==> src/rtl/boot_prog_loader.sv <==
// boot_prog_loader: boot-time memory programming controller.
//
// Assembles bytes from the boot UART receiver into DATA_W-bit words (little-endian)
// and writes them sequentially into one of NUM_BANKS SRAM write ports. The bank
// is chosen by the first (header) byte of a load. The system reset is held low
// while loading and released only after a clean end-of-program marker.
// A byte timeout, prog_i abort, address overflow and bad header all end in ERR.
//
// Optional feature: define BOOT_PROG_LOADER_CKSUM_EN to require a trailing
// checksum word (sum mod 2**DATA_W of all written words) after END_WORD.
//
// Ports:
//   clk_i       system clock
//   rst_i       asynchronous, active-high reset
//   prog_i      programming request (level); rising edge starts a load
//   rx_dv_i     one-cycle strobe, rx_byte_i valid
//   rx_byte_i   received UART byte
//   we_o        one-hot write strobe per bank
//   addr_o      word write address
//   wdata_o     write data
//   sys_rst_no  active-low reset for core and peripherals
//   busy_o      load in progress
//   done_o      sticky, last load completed successfully
//   err_o       sticky, last load failed
//   word_cnt_o  words written in the current/last load
module boot_prog_loader #(
   parameter int unsigned       DATA_W      = 32,
   parameter int unsigned       ADDR_W      = 12,
   parameter int unsigned       NUM_BANKS   = 2,
   parameter logic [DATA_W-1:0] END_WORD    = DATA_W'(32'h0000_0FFF),
   parameter int unsigned       TIMEOUT_CYC = 1_000_000
) (
   input  logic                 clk_i,
   input  logic                 rst_i,
   input  logic                 prog_i,
   input  logic                 rx_dv_i,
   input  logic [7:0]           rx_byte_i,
   output logic [NUM_BANKS-1:0] we_o,
   output logic [ADDR_W-1:0]    addr_o,
   output logic [DATA_W-1:0]    wdata_o,
   output logic                 sys_rst_no,
   output logic                 busy_o,
   output logic                 done_o,
   output logic                 err_o,
   output logic [ADDR_W:0]      word_cnt_o
);

   localparam int unsigned BPW    = DATA_W / 8;
   localparam int unsigned IDX_W  = (BPW > 1) ? $clog2(BPW) : 1;
   localparam int unsigned BANK_W = (NUM_BANKS > 1) ? $clog2(NUM_BANKS) : 1;
   localparam int unsigned TMO_W  = (TIMEOUT_CYC > 1) ? $clog2(TIMEOUT_CYC + 1) : 1;

   localparam logic [IDX_W-1:0]  LAST_IDX  = IDX_W'(BPW - 1);
   localparam logic [TMO_W-1:0]  TMO_LIM   = TMO_W'(TIMEOUT_CYC);
   localparam logic [ADDR_W:0]   DEPTH_CNT = {1'b1, {ADDR_W{1'b0}}};

   localparam logic [2:0] IDLE  = 3'd0;
   localparam logic [2:0] HDR   = 3'd1;
   localparam logic [2:0] BYTES = 3'd2;
   localparam logic [2:0] WRITE = 3'd3;
   localparam logic [2:0] DONE  = 3'd4;
   localparam logic [2:0] ERR   = 3'd5;
`ifdef BOOT_PROG_LOADER_CKSUM_EN
   localparam logic [2:0] CKSUM = 3'd6;
`endif

   logic [2:0]           state_q, state_d;
   logic                 prog_q;
   logic [BANK_W-1:0]    bank_q, bank_d;
   logic [IDX_W-1:0]     byte_idx_q, byte_idx_d;
   logic [DATA_W-1:0]    word_q, word_d;
   logic [TMO_W-1:0]     tmo_q, tmo_d;
   logic [NUM_BANKS-1:0] we_q, we_d;
   logic [ADDR_W-1:0]    addr_q, addr_d;
   logic [DATA_W-1:0]    wdata_q, wdata_d;
   logic                 srst_n_q, srst_n_d;
   logic                 busy_q, busy_d;
   logic                 done_q, done_d;
   logic                 err_q, err_d;
   logic [ADDR_W:0]      cnt_q, cnt_d;
`ifdef BOOT_PROG_LOADER_CKSUM_EN
   logic [DATA_W-1:0]    cksum_q, cksum_d;
`endif

   logic                 prog_rise;
   logic [TMO_W-1:0]     tmo_inc;
   logic                 tmo_expired;
   logic [DATA_W-1:0]    word_nx;
   logic                 capture;
   logic                 go_err;
   logic                 go_done;

   assign prog_rise   = prog_i & ~prog_q;
   assign tmo_inc     = tmo_q + 1'b1;
   assign tmo_expired = (TIMEOUT_CYC != 0) && (tmo_inc == TMO_LIM);

   // Current word with the incoming byte dropped into its lane.
   always_comb begin
      word_nx = word_q;
      for (int i = 0; i < BPW; i++) begin
         if (byte_idx_q == IDX_W'(i)) word_nx[8*i +: 8] = rx_byte_i;
      end
   end

   always_comb begin
      state_d    = state_q;
      bank_d     = bank_q;
      byte_idx_d = byte_idx_q;
      word_d     = word_q;
      tmo_d      = tmo_q;
      we_d       = '0;
      addr_d     = addr_q;
      wdata_d    = wdata_q;
      srst_n_d   = srst_n_q;
      busy_d     = busy_q;
      done_d     = done_q;
      err_d      = err_q;
      cnt_d      = cnt_q;
`ifdef BOOT_PROG_LOADER_CKSUM_EN
      cksum_d    = cksum_q;
`endif
      capture    = 1'b0;
      go_err     = 1'b0;
      go_done    = 1'b0;

      case (state_q)
         IDLE: srst_n_d = 1'b1;
         HDR: begin
            if (!prog_i || (!rx_dv_i && tmo_expired)) begin
               go_err = 1'b1;
            end else begin
               tmo_d = rx_dv_i ? '0 : tmo_inc;
               if (rx_dv_i) begin
                  if (32'(rx_byte_i) < NUM_BANKS) begin
                     bank_d  = BANK_W'(rx_byte_i);
                     state_d = BYTES;
                  end else begin
                     go_err = 1'b1;
                  end
               end
            end
         end
         BYTES: begin
            if (!prog_i || (!rx_dv_i && tmo_expired)) begin
               go_err = 1'b1;
            end else begin
               tmo_d   = rx_dv_i ? '0 : tmo_inc;
               capture = rx_dv_i;
            end
         end
         WRITE: begin
            // The strobe itself was issued on entry; here the bookkeeping follows.
            if (!prog_i) begin
               go_err = 1'b1;
            end else if (word_q == END_WORD) begin
`ifdef BOOT_PROG_LOADER_CKSUM_EN
               state_d = CKSUM;
               tmo_d   = '0;
`else
               go_done = 1'b1;
`endif
            end else if (cnt_q == DEPTH_CNT) begin
               go_err = 1'b1;
            end else begin
               cnt_d   = cnt_q + 1'b1;
               // Saturate: a full bank is caught by the count, never by wrapping.
               if (addr_q != '1) addr_d = addr_q + 1'b1;
`ifdef BOOT_PROG_LOADER_CKSUM_EN
               cksum_d = cksum_q + word_q;
`endif
               state_d = BYTES;
               tmo_d   = '0;
               capture = rx_dv_i;
            end
         end
`ifdef BOOT_PROG_LOADER_CKSUM_EN
         CKSUM: begin
            if (!prog_i || (!rx_dv_i && tmo_expired)) begin
               go_err = 1'b1;
            end else begin
               tmo_d = rx_dv_i ? '0 : tmo_inc;
               if (rx_dv_i) begin
                  word_d = word_nx;
                  if (byte_idx_q == LAST_IDX) begin
                     byte_idx_d = '0;
                     if (word_nx == cksum_q) go_done = 1'b1;
                     else go_err = 1'b1;
                  end else begin
                     byte_idx_d = byte_idx_q + 1'b1;
                  end
               end
            end
         end
`endif
         DONE: ;
         ERR:  ;
         default: state_d = IDLE;
      endcase

      // Write strobe is decided one cycle early so it is registered yet still
      // aligned with the WRITE cycle.
      if (capture) begin
         word_d = word_nx;
         if (byte_idx_q == LAST_IDX) begin
            byte_idx_d = '0;
            state_d    = WRITE;
            if (word_nx != END_WORD && cnt_d != DEPTH_CNT) begin
               we_d[bank_q] = 1'b1;
               wdata_d      = word_nx;
            end
         end else begin
            byte_idx_d = byte_idx_q + 1'b1;
         end
      end

      if (go_err) begin
         state_d  = ERR;
         err_d    = 1'b1;
         busy_d   = 1'b0;
         srst_n_d = 1'b0;
         we_d     = '0;
      end

      if (go_done) begin
         state_d  = DONE;
         done_d   = 1'b1;
         busy_d   = 1'b0;
         srst_n_d = 1'b1;
      end

      if (prog_rise) begin
         state_d    = HDR;
         done_d     = 1'b0;
         err_d      = 1'b0;
         cnt_d      = '0;
         addr_d     = '0;
         byte_idx_d = '0;
         tmo_d      = '0;
         busy_d     = 1'b1;
         srst_n_d   = 1'b0;
         we_d       = '0;
`ifdef BOOT_PROG_LOADER_CKSUM_EN
         cksum_d    = '0;
`endif
      end
   end

   always_ff @(posedge clk_i or posedge rst_i) begin
      if (rst_i) begin
         state_q    <= IDLE;
         prog_q     <= 1'b0;
         bank_q     <= '0;
         byte_idx_q <= '0;
         word_q     <= '0;
         tmo_q      <= '0;
         we_q       <= '0;
         addr_q     <= '0;
         wdata_q    <= '0;
         srst_n_q   <= 1'b0;
         busy_q     <= 1'b0;
         done_q     <= 1'b0;
         err_q      <= 1'b0;
         cnt_q      <= '0;
`ifdef BOOT_PROG_LOADER_CKSUM_EN
         cksum_q    <= '0;
`endif
      end else begin
         state_q    <= state_d;
         prog_q     <= prog_i;
         bank_q     <= bank_d;
         byte_idx_q <= byte_idx_d;
         word_q     <= word_d;
         tmo_q      <= tmo_d;
         we_q       <= we_d;
         addr_q     <= addr_d;
         wdata_q    <= wdata_d;
         srst_n_q   <= srst_n_d;
         busy_q     <= busy_d;
         done_q     <= done_d;
         err_q      <= err_d;
         cnt_q      <= cnt_d;
`ifdef BOOT_PROG_LOADER_CKSUM_EN
         cksum_q    <= cksum_d;
`endif
      end
   end

   assign we_o       = we_q;
   assign addr_o     = addr_q;
   assign wdata_o    = wdata_q;
   assign sys_rst_no = srst_n_q;
   assign busy_o     = busy_q;
   assign done_o     = done_q;
   assign err_o      = err_q;
   assign word_cnt_o = cnt_q;

endmodule

==> config.mk <==
export PLATFORM = sky130hd
export DESIGN_NAME = boot_prog_loader
export DESIGN_NICKNAME = d
export VERILOG_FILES = /design/src/rtl/boot_prog_loader.sv
export SDC_FILE = /design/constraint.sdc
export NUM_CORES = 1
export LEC_CHECK = 0
export BUFFER_PORTS_ARGS = -buffer_cell sky130_fd_sc_hd__clkbuf_2
export CORE_AREA = 2 2 115 117
export DETAILED_ROUTE_END_ITERATION = 8
export DIE_AREA = 0 0 117 119
export HOLD_SLACK_MARGIN = 0.12
export PLACE_DENSITY = 0.77
export SLEW_MARGIN = 20
export SYNTH_ARGS = -nofsm -noshare
export SYNTH_HDL_FRONTEND = slang
export SYNTH_SLANG_ARGS = --single-unit
==> constraint.sdc <==
create_clock -name clk_i -period 11 [get_ports clk_i]
set_clock_uncertainty 0.05 [all_clocks]
set_input_delay 2.2 -clock clk_i [delete_from_list [all_inputs] [get_ports clk_i]]
set_output_delay 2.2 -clock clk_i [all_outputs]
set_load 0.01 [all_outputs]
== Yosys cells after proc, flatten, opt, wreduce, memory -nomap -nowiden ==
Cells that the tools add are included.
W data, S select, Z words.
Storage, ports and cells
  register bits: 122
  bits of input ports: 12
  word-level logic and storage cells: 138
Cells by class
  add/sub/neg operators: 4
  magnitude comparators: 3
  eq/ne operators: 20
  mux-type cells: 71
  bitwise operators: 3
  reductions and logical operators: 23
Operator list (count)
  $mux W20: 6
  $mux W12: 6
  $mux W13: 5
  $pmux W20 S2: 1
  $mux W3: 11
  $eq A32 B12 Y1 const B: 1
  $mux W8: 4
  $ne A32 B12 Y1 const B: 1
  $mux W1: 26
  $add A20 B1 Y20 const B: 1
  $eq A20 B20 Y1 const B: 1
  $mux W2: 8
  $add A13 B1 Y13 const B: 1
  $eq A13 B13 Y1 const B: 1
  $ne A13 B13 Y1 const B: 1
  $add A12 B1 Y12 const B: 1
  $ne A12 B12 Y1 const B: 1
  $ne A3 B3 Y1 const B: 4
  $reduce_bool A2 Y1: 6
  $reduce_and A5 Y1: 2
  $pmux W3 S3: 1
  $lt A8 B2 Y1 const B: 1
  $eq A3 B2 Y1 const B: 2
  $eq A3 B3 Y1 const B: 2
  23 further kinds: 30

== Longest topological paths before layout ==
Gate-level depths: netlist of the first run.
  word-level depth: 12
  depth in mapped cells: 13
  mapped depth without buffers: 10

== Worst setup path after synthesis of the first run ==
Ideal clock, no wire load.
  kind: input-to-reg
  start point: in prog_i
  end point: reg wdata_q[0], in the netlist wdata_o[0]
  library setup time: 0.125 ns
  arrival: 4.652 ns
  required time: 10.825 ns
  slack: 6.173 ns
  stages: 10
  buffers on the path: 3
  path through: nand3_1 -> or2_2 -> clkbuf_1 -> or4_1 -> mux2i_1 -> or4_1 -> o21a_1 -> buf_6 -> buf_6 -> mux2_4
On the way
  longest elaborated chain between the ends: 5
Ends and longest elaborated chain
  start: declaration: line 35  | input logic prog_i,
  $mux W13 / $logic_not A1 Y1 (equally long branches)
  $mux W13 / $logic_or A1 B1 Y1 (equally long branches): line 126, 144
  $ne A13 B13 Y1 / $mux W1 (equally long branches): line 207, 144
  $logic_and A1 B1 Y1 / $pmux W1 S2 (equally long branches): line 207, 126
  $reduce_and A3 Y1 (no line) (*)
  end signal: assignment: line 276  | wdata_q <= wdata_d;
  end: declaration: line 75  | logic [DATA_W-1:0] wdata_q, wdata_d;
Mark *: on every way between the ends. The rest lies on a longest branch, timed or not.
A chain may end at the register's enable or synchronous reset.

== Worst setup path after layout of the first run ==
  start point: in prog_i
  end point: reg wdata_q[22], in the netlist wdata_o[22]
Same word-level chain as after synthesis.

==> results.py, run 1 <==
metrics = {
    "worst_setup_path": {
        "worstSetupPathType": "primary input to flip-flop",
        "cp-start-kind": "primary input",
        "crit_fanout": 34,
        "crit_arrival_ps": 5010,
        "end_kind": "flip-flop",
        "required_ps": 11260,
    },
    "yosys": {
        "synth_top_family_by_area": "simple AND/OR/NAND/NOR gates",
        "synth-compound-area-share_pct": 9.95,
        "yosysWarnings": 0,
        "synth-xor-area-share_pct": 4.24,
        "synth-edff-count": 0,
        "netlist.area_leader.share_pct": 44.8,
        "synth-seq-cells": 122,
        "synthSimpleGateAreaFrac_pct": 20.0,
        "async_flop_share_pct": 100,
        "ys.flop_type": "dfrtp_1",
        "yosysTopAreaCell": "dfrtp_1",
        "synth.avg_cell_area_um2": 10.3,
        "ys_seq_area_share_pct": 44.8,
        "synthesis.nets": 684,
        "synthAdderAreaFrac_pct": 1.65,
        "synth_common_cells": "122 x dfrtp_1, 57 x nand2_1, 54 x nor2_1",
        "synthTopCellsByArea": "dfrtp_1 45%, mux2_2 7.6%, mux2_4 5.9%",
        "syn_area_um2": 6820,
        "yosysUniqueCellTypes": 64,
        "synth.area.mux_share_pct": 15.0,
        "yosysMostFrequentCell": "dfrtp_1",
        "syn_inst": 663,
    },
    "detailed_routing": {
        "vias_per_cell": 5.97,
        "route.detailed.drc": 0,
        "routed-via-count": 5376,
        "first_pass_iters": 5,
        "first_iter_violations": 498,
        "wire_per_inst_um": 17.8,
        "wirelength_mm": 16.0,
        "ant_nets": 0,
    },
    "sta": {
        "fmax_mhz": 210,
        "finalMaxSlewViolations": 0,
        "finalSetupViolations": 0,
        "hold_ws_ps": 414,
        "period_minus_slack_ps": 4760,
        "worst_pin_slew_ps": 1060,
        "grt_setup_unrepaired": "false",
        "setup_tns_ps": 0,
        "slew_headroom_pct": 28.6,
        "period_share_pct": 43.3,
        "hold_violations": 0,
        "worst_slack_ps": 6240,
    },
    "power": {
        "power_density_nw_per_um2": 136,
        "power.static_leakage_uw": 0.00363,
        "vdd.ir_drop.worst_v": 0.0000966,
        "fin_total_pwr_uw": 1060,
    },
    "clocking": {
        "cts-root-buf": "clkbuf_16",
        "cts.sink_count": 122,
        "cts_buffer_depth": 2,
        "post_cts_buffers": 0,
        "cts_buffers": 17,
        "clkSlewWorstSetupHoldPaths_ps": 50,
        "cts_max_level": 4,
        "post_cts_resize_count": 0,
        "clk_latency_ps": 420,
        "cts_tree": "yes",
        "hold_buffers": 0,
    },
    "grt": {
        "grt_pass1_vias": 5268,
        "grt_pass1_wl_mm": 26.9,
        "grt_util_all_layers_pct": 24.7,
        "antenna_found_initial": 0,
        "grt_max_degree": 69,
        "grt_overflow_total": 0,
    },
    "floorplanning": {
        "die_w_um": 117,
        "rows": 42,
        "die_area_um2": 13900,
        "start_util_pct": 53.0,
        "core_um2": 12900,
        "pin_count": 75,
        "die_h_um": 119,
    },
    "layout": {
        "regArea_um2": 3050,
        "multi_input_area_um2": 3480,
        "nFillCells": 1097,
        "diodes": 0,
        "area_growth_pct": 14.6,
        "nets": 732,
        "postLayoutCoreUtil_pct": 60.7,
        "drive_gt1_share_pct": 27.5,
    },
    "placement": {
        "io_buffers": 74,
        "hpwl_mm": 11.0,
        "finalWeightedCongestion": 0.887,
        "pre_cts_slack_ps": 5570,
    },
    "min_path": {
        "hold_path_class": "flip-flop to flip-flop",
    },
    "run_status": {
        "status": "completed",
    },
    "flow_run": {
        "max_cap_viol_count": 0,
    },
}
[critical path: stages]
cell	delay [ps]
clkbuf_2	170
nand3_1	140
nor2_1	380
nand2_1	130
nor2_1	580
a211oi_1	160
o21ai_0	240
o21a_4	570
mux2_2	410
[stage by stage]
step / area, um^2 / std cells
after CTS: 7810 / 900
after floorplan: 6820 / 663
after global placement: 7200 / 868
after global routing: 7810 / 900
final: 7810 / 900
after detailed placement: 7200 / 868
[where the power goes]
part	switching, uW	total [uW]	internal (uW)
registers	3.12	455	451
logic	27.0	35.8	8.78
clock network	205	572	367
[placed cells by master (no fill, tap or decap), drive strengths merged, types with 10 or more instances in the layout]
cell type / count
dfrtp: 122
xor2: 16
inv: 15
mux2i: 10
and3: 13
nor3: 14
clkbuf: 95
o21ai: 25
nor2: 54
nor4: 15
xnor2: 17
nand2: 57
nand4: 15
mux2: 73
a21oi: 20
nand3: 27
a31oi: 16
[logic make-up (layout without fill, tap and decap cells)]
family                   after synthesis  in the layout
flip-flops                           122            122
adder cells (fa/ha/maj)                9              9
AND/OR/NAND/NOR                      251            251
AO/OA/AOI/OAI                        102            102
multiplexers                          83             83
XOR/XNOR                              33             33
buffers and inverters                 63            124
[flip-flops by register name (all words and copies together) (netlist names)]
name and flops:
tmo_q 20, addr_o 12, bank_q 1, word_cnt_o 13
wdata_o 32, busy_o 1, done_o 1, err_o 1
state_q 3, prog_q 1, word_q 32, sys_rst_no 1
byte_idx_q 2, we_o 2
[metal layers]
metal  share of wire [%]  up-vias  wire length [um]  global-route usage (%)
met5                   0        -                 0                       0
met4                 1.6        0               263                    8.60
met3                 3.9       25               630                    4.83
met2                  49      150              7810                    38.6
met1                  46     2711              7330                    34.4
li1                    -     2490                 -                       -
[final cells by class]
class	instances	share of cell area [%]
clock buffer	21	5.89
clock inverter	11	1.86
inverter	15	0.753
timing repair buffer	77	5.03
sequential	122	39.1
tap	176	2.82
multi-input combinational	478	44.6
[path summary, 6_finish.rpt]
kind                          startpoint            end  slack (ps)  cells after the start
min in group asynchronous          rst_i     word_q[15]        1820                      2
max                               prog_i    wdata_o[22]        6240                      9
max in group asynchronous          rst_i  word_cnt_o[5]        7770                      3
min                               bank_q        we_o[0]         410                      1
max reg2reg                word_cnt_o[0]    wdata_o[22]        7180                     10
min reg2reg                       bank_q        we_o[0]         410                      1
Power figures use the tool's default switching activity.
==> run 2: changes to the inputs <==
==> constraint.sdc (replaced) <==
create_clock -name clk_i -period 4.9 [get_ports clk_i]
set_clock_uncertainty 0.05 [all_clocks]
set_input_delay 0.98 -clock clk_i [delete_from_list [all_inputs] [get_ports clk_i]]
set_output_delay 0.98 -clock clk_i [all_outputs]
set_load 0.01 [all_outputs]
==> results.py, run 2 (synthesized netlist as in run 1, its figures left out) <==
metrics = {
    "run_status": {
        "status": "completed",
    },
    "worst_setup_path": {
        "cp-start-kind": "flip-flop",
        "path_buf_inv": 1,
        "crit_fanout": 34,
        "crit_arrival_ps": 4360,
        "required_ps": 5150,
        "worstSetupPathType": "flip-flop to flip-flop",
        "max_stage_delay_ps": 970,
        "cpLargestDelayFamily": "compound AO/OA/AOI/OAI gates",
        "path_cells": "inv_1 -> ha_1 -> nor4b_1 -> nand3_1 -> o41ai_1 -> a21oi_1 -> nand2_1 -> nor2_1 -> o21a_2 -> mux2_2",
        "end_kind": "flip-flop",
        "slowest_stage": "o21a_2",
    },
    "grt": {
        "grt_pass1_vias": 5117,
        "grt_overflow_total": 0,
        "grt_pass1_wl_mm": 26.1,
        "antenna_found_initial": 0,
        "grt_util_all_layers_pct": 24.2,
        "grt_max_degree": 54,
    },
    "clocking": {
        "cts_buffers": 17,
        "cts_buffer_depth": 2,
        "clkSlewWorstSetupHoldPaths_ps": 50,
        "clk_latency_ps": 420,
        "post_cts_buffers": 0,
        "cts_max_level": 4,
        "cts.sink_count": 122,
        "cts-root-buf": "clkbuf_16",
        "hold_buffers": 0,
        "post_cts_resize_count": 0,
        "cts_tree": "yes",
    },
    "placement": {
        "pre_cts_slack_ps": 754,
        "io_buffers": 74,
        "dpl.cell_count": 871,
        "hpwl_mm": 11.0,
        "finalWeightedCongestion": 0.911,
    },
    "layout": {
        "area_growth_pct": 14.4,
        "drive_gt1_share_pct": 27.4,
        "nets": 735,
        "final_common_cell": "dfrtp_1",
        "diodes": 0,
        "nFillCells": 1089,
        "layout_common_cells": "122 x dfrtp_1, 74 x clkbuf_2, 57 x nand2_1, 54 x nor2_1, 46 x mux2_2",
        "final_cell_count_no_fill": 903,
    },
    "sta": {
        "period_minus_slack_ps": 4110,
        "worst_slack_ps": 789,
        "finalSetupViolations": 0,
        "finalMaxSlewViolations": 0,
        "hold_violations": 0,
        "fmax_mhz": 243,
        "grt_setup_unrepaired": "false",
        "slew_headroom_pct": 26.6,
        "setup_tns_ps": 0,
        "period_share_pct": 83.9,
        "worst_pin_slew_ps": 1100,
    },
    "detailed_routing": {
        "vias_per_cell": 5.85,
        "first_iter_violations": 371,
        "wirelength_mm": 16.0,
        "ant_nets": 0,
        "wire_per_inst_um": 17.7,
        "first_pass_iters": 5,
        "route.detailed.drc": 0,
        "routed-via-count": 5286,
    },
    "floorplanning": {
        "pin_count": 75,
        "die_w_um": 117,
        "core_um2": 12900,
        "die_area_um2": 13900,
        "rows": 42,
        "start_util_pct": 53.0,
        "die_h_um": 119,
    },
    "power": {
        "p_seq_share_pct": 44.0,
        "comb_power_share_pct": 3.6,
        "power_density_nw_per_um2": 297,
        "switching_share_pct": 21.4,
        "p_int_uw": 1820,
        "power.static_leakage_uw": 0.00363,
        "clkPwrFrac_pct": 52.4,
        "switchingPower_uw": 497,
        "vdd.ir_drop.worst_v": 0.000294,
    },
    "min_path": {
        "hold_path_class": "flip-flop to flip-flop",
    },
    "flow_run": {
        "max_cap_viol_count": 0,
    },
}
-- run 2: cell types whose count changed in the layout (fill, tap and decap cells not counted), sizes merged --
cell | previous run | this run
clkbuf | 95 | 99
buf | 3 | 6
clkinv | 5 | 3
bufinv | 3 | 2
clkinvlp | 3 | 2
-- run 2: cell type report --
cell class,instances,area (um^2),share of cell area (%)
clock buffers,25,485,6.22
multi-input cells,478,3480,44.6
flip-flops and latches,122,3050,39.1
well taps,176,220,2.82
repair buffers,80,415,5.33
clock inverters,7,90.1,1.15
inverters,15,58.8,0.754
-- run 2: per-stage QoR --
stage          instance area [um^2]  total power, uW  util (%)  hold slack, ps
3_5_place_dp                   7220             1120      56.1             411
3_3_place_gp                   7220             1120      56.1             386
5_1_grt                        7800             2400      60.6             451
6_report                       7800             2320      60.6             420
2_1_floorplan                  6820             1090         -             372
4_1_cts                        7800             2340      60.6             418
-- run 2: layer usage --
| metal | wire [um] | global-route usage, % | vias up | share of wire [%] |
|---|---|---|---|---|
| met3 | 853 | 6.11 | 27 | 5.3 |
| met2 | 7630 | 38.0 | 172 | 48 |
| met1 | 7160 | 32.2 | 2594 | 45 |
| li1 | - | - | 2493 | - |
| met4 | 327 | 8.97 | 0 | 2.0 |
| met5 | 0 | 0 | - | 0 |
-- run 2: final timing paths --
kind	start	end	slack, ps	cells after the start
min reg2reg	done_o	done_o	420	2
min in group asynchronous	rst_i	wdata_o[4]	600	2
min	done_o	done_o	420	2
max in group asynchronous	rst_i	wdata_o[23]	3220	3
max	word_cnt_o[0]	wdata_o[23]	790	10
max reg2reg	word_cnt_o[0]	wdata_o[23]	790	10
-- run 2: tightest hold or removal path, stage by stage (launching register included) --
cell	delay, ps
dfrtp_1	340
nand2_1	50
nand2_1	50
-- run 2: power by group through the flow --
stage          clock (uW)  combinational (uW)  sequential [uW]
4_1_cts              1230                83.6             1020
5_1_grt              1290                92.4             1020
3_3_place_gp            0                80.4             1040
2_1_floorplan           0                51.9             1040
6_report             1210                82.4             1020
3_5_place_dp            0                83.2             1040
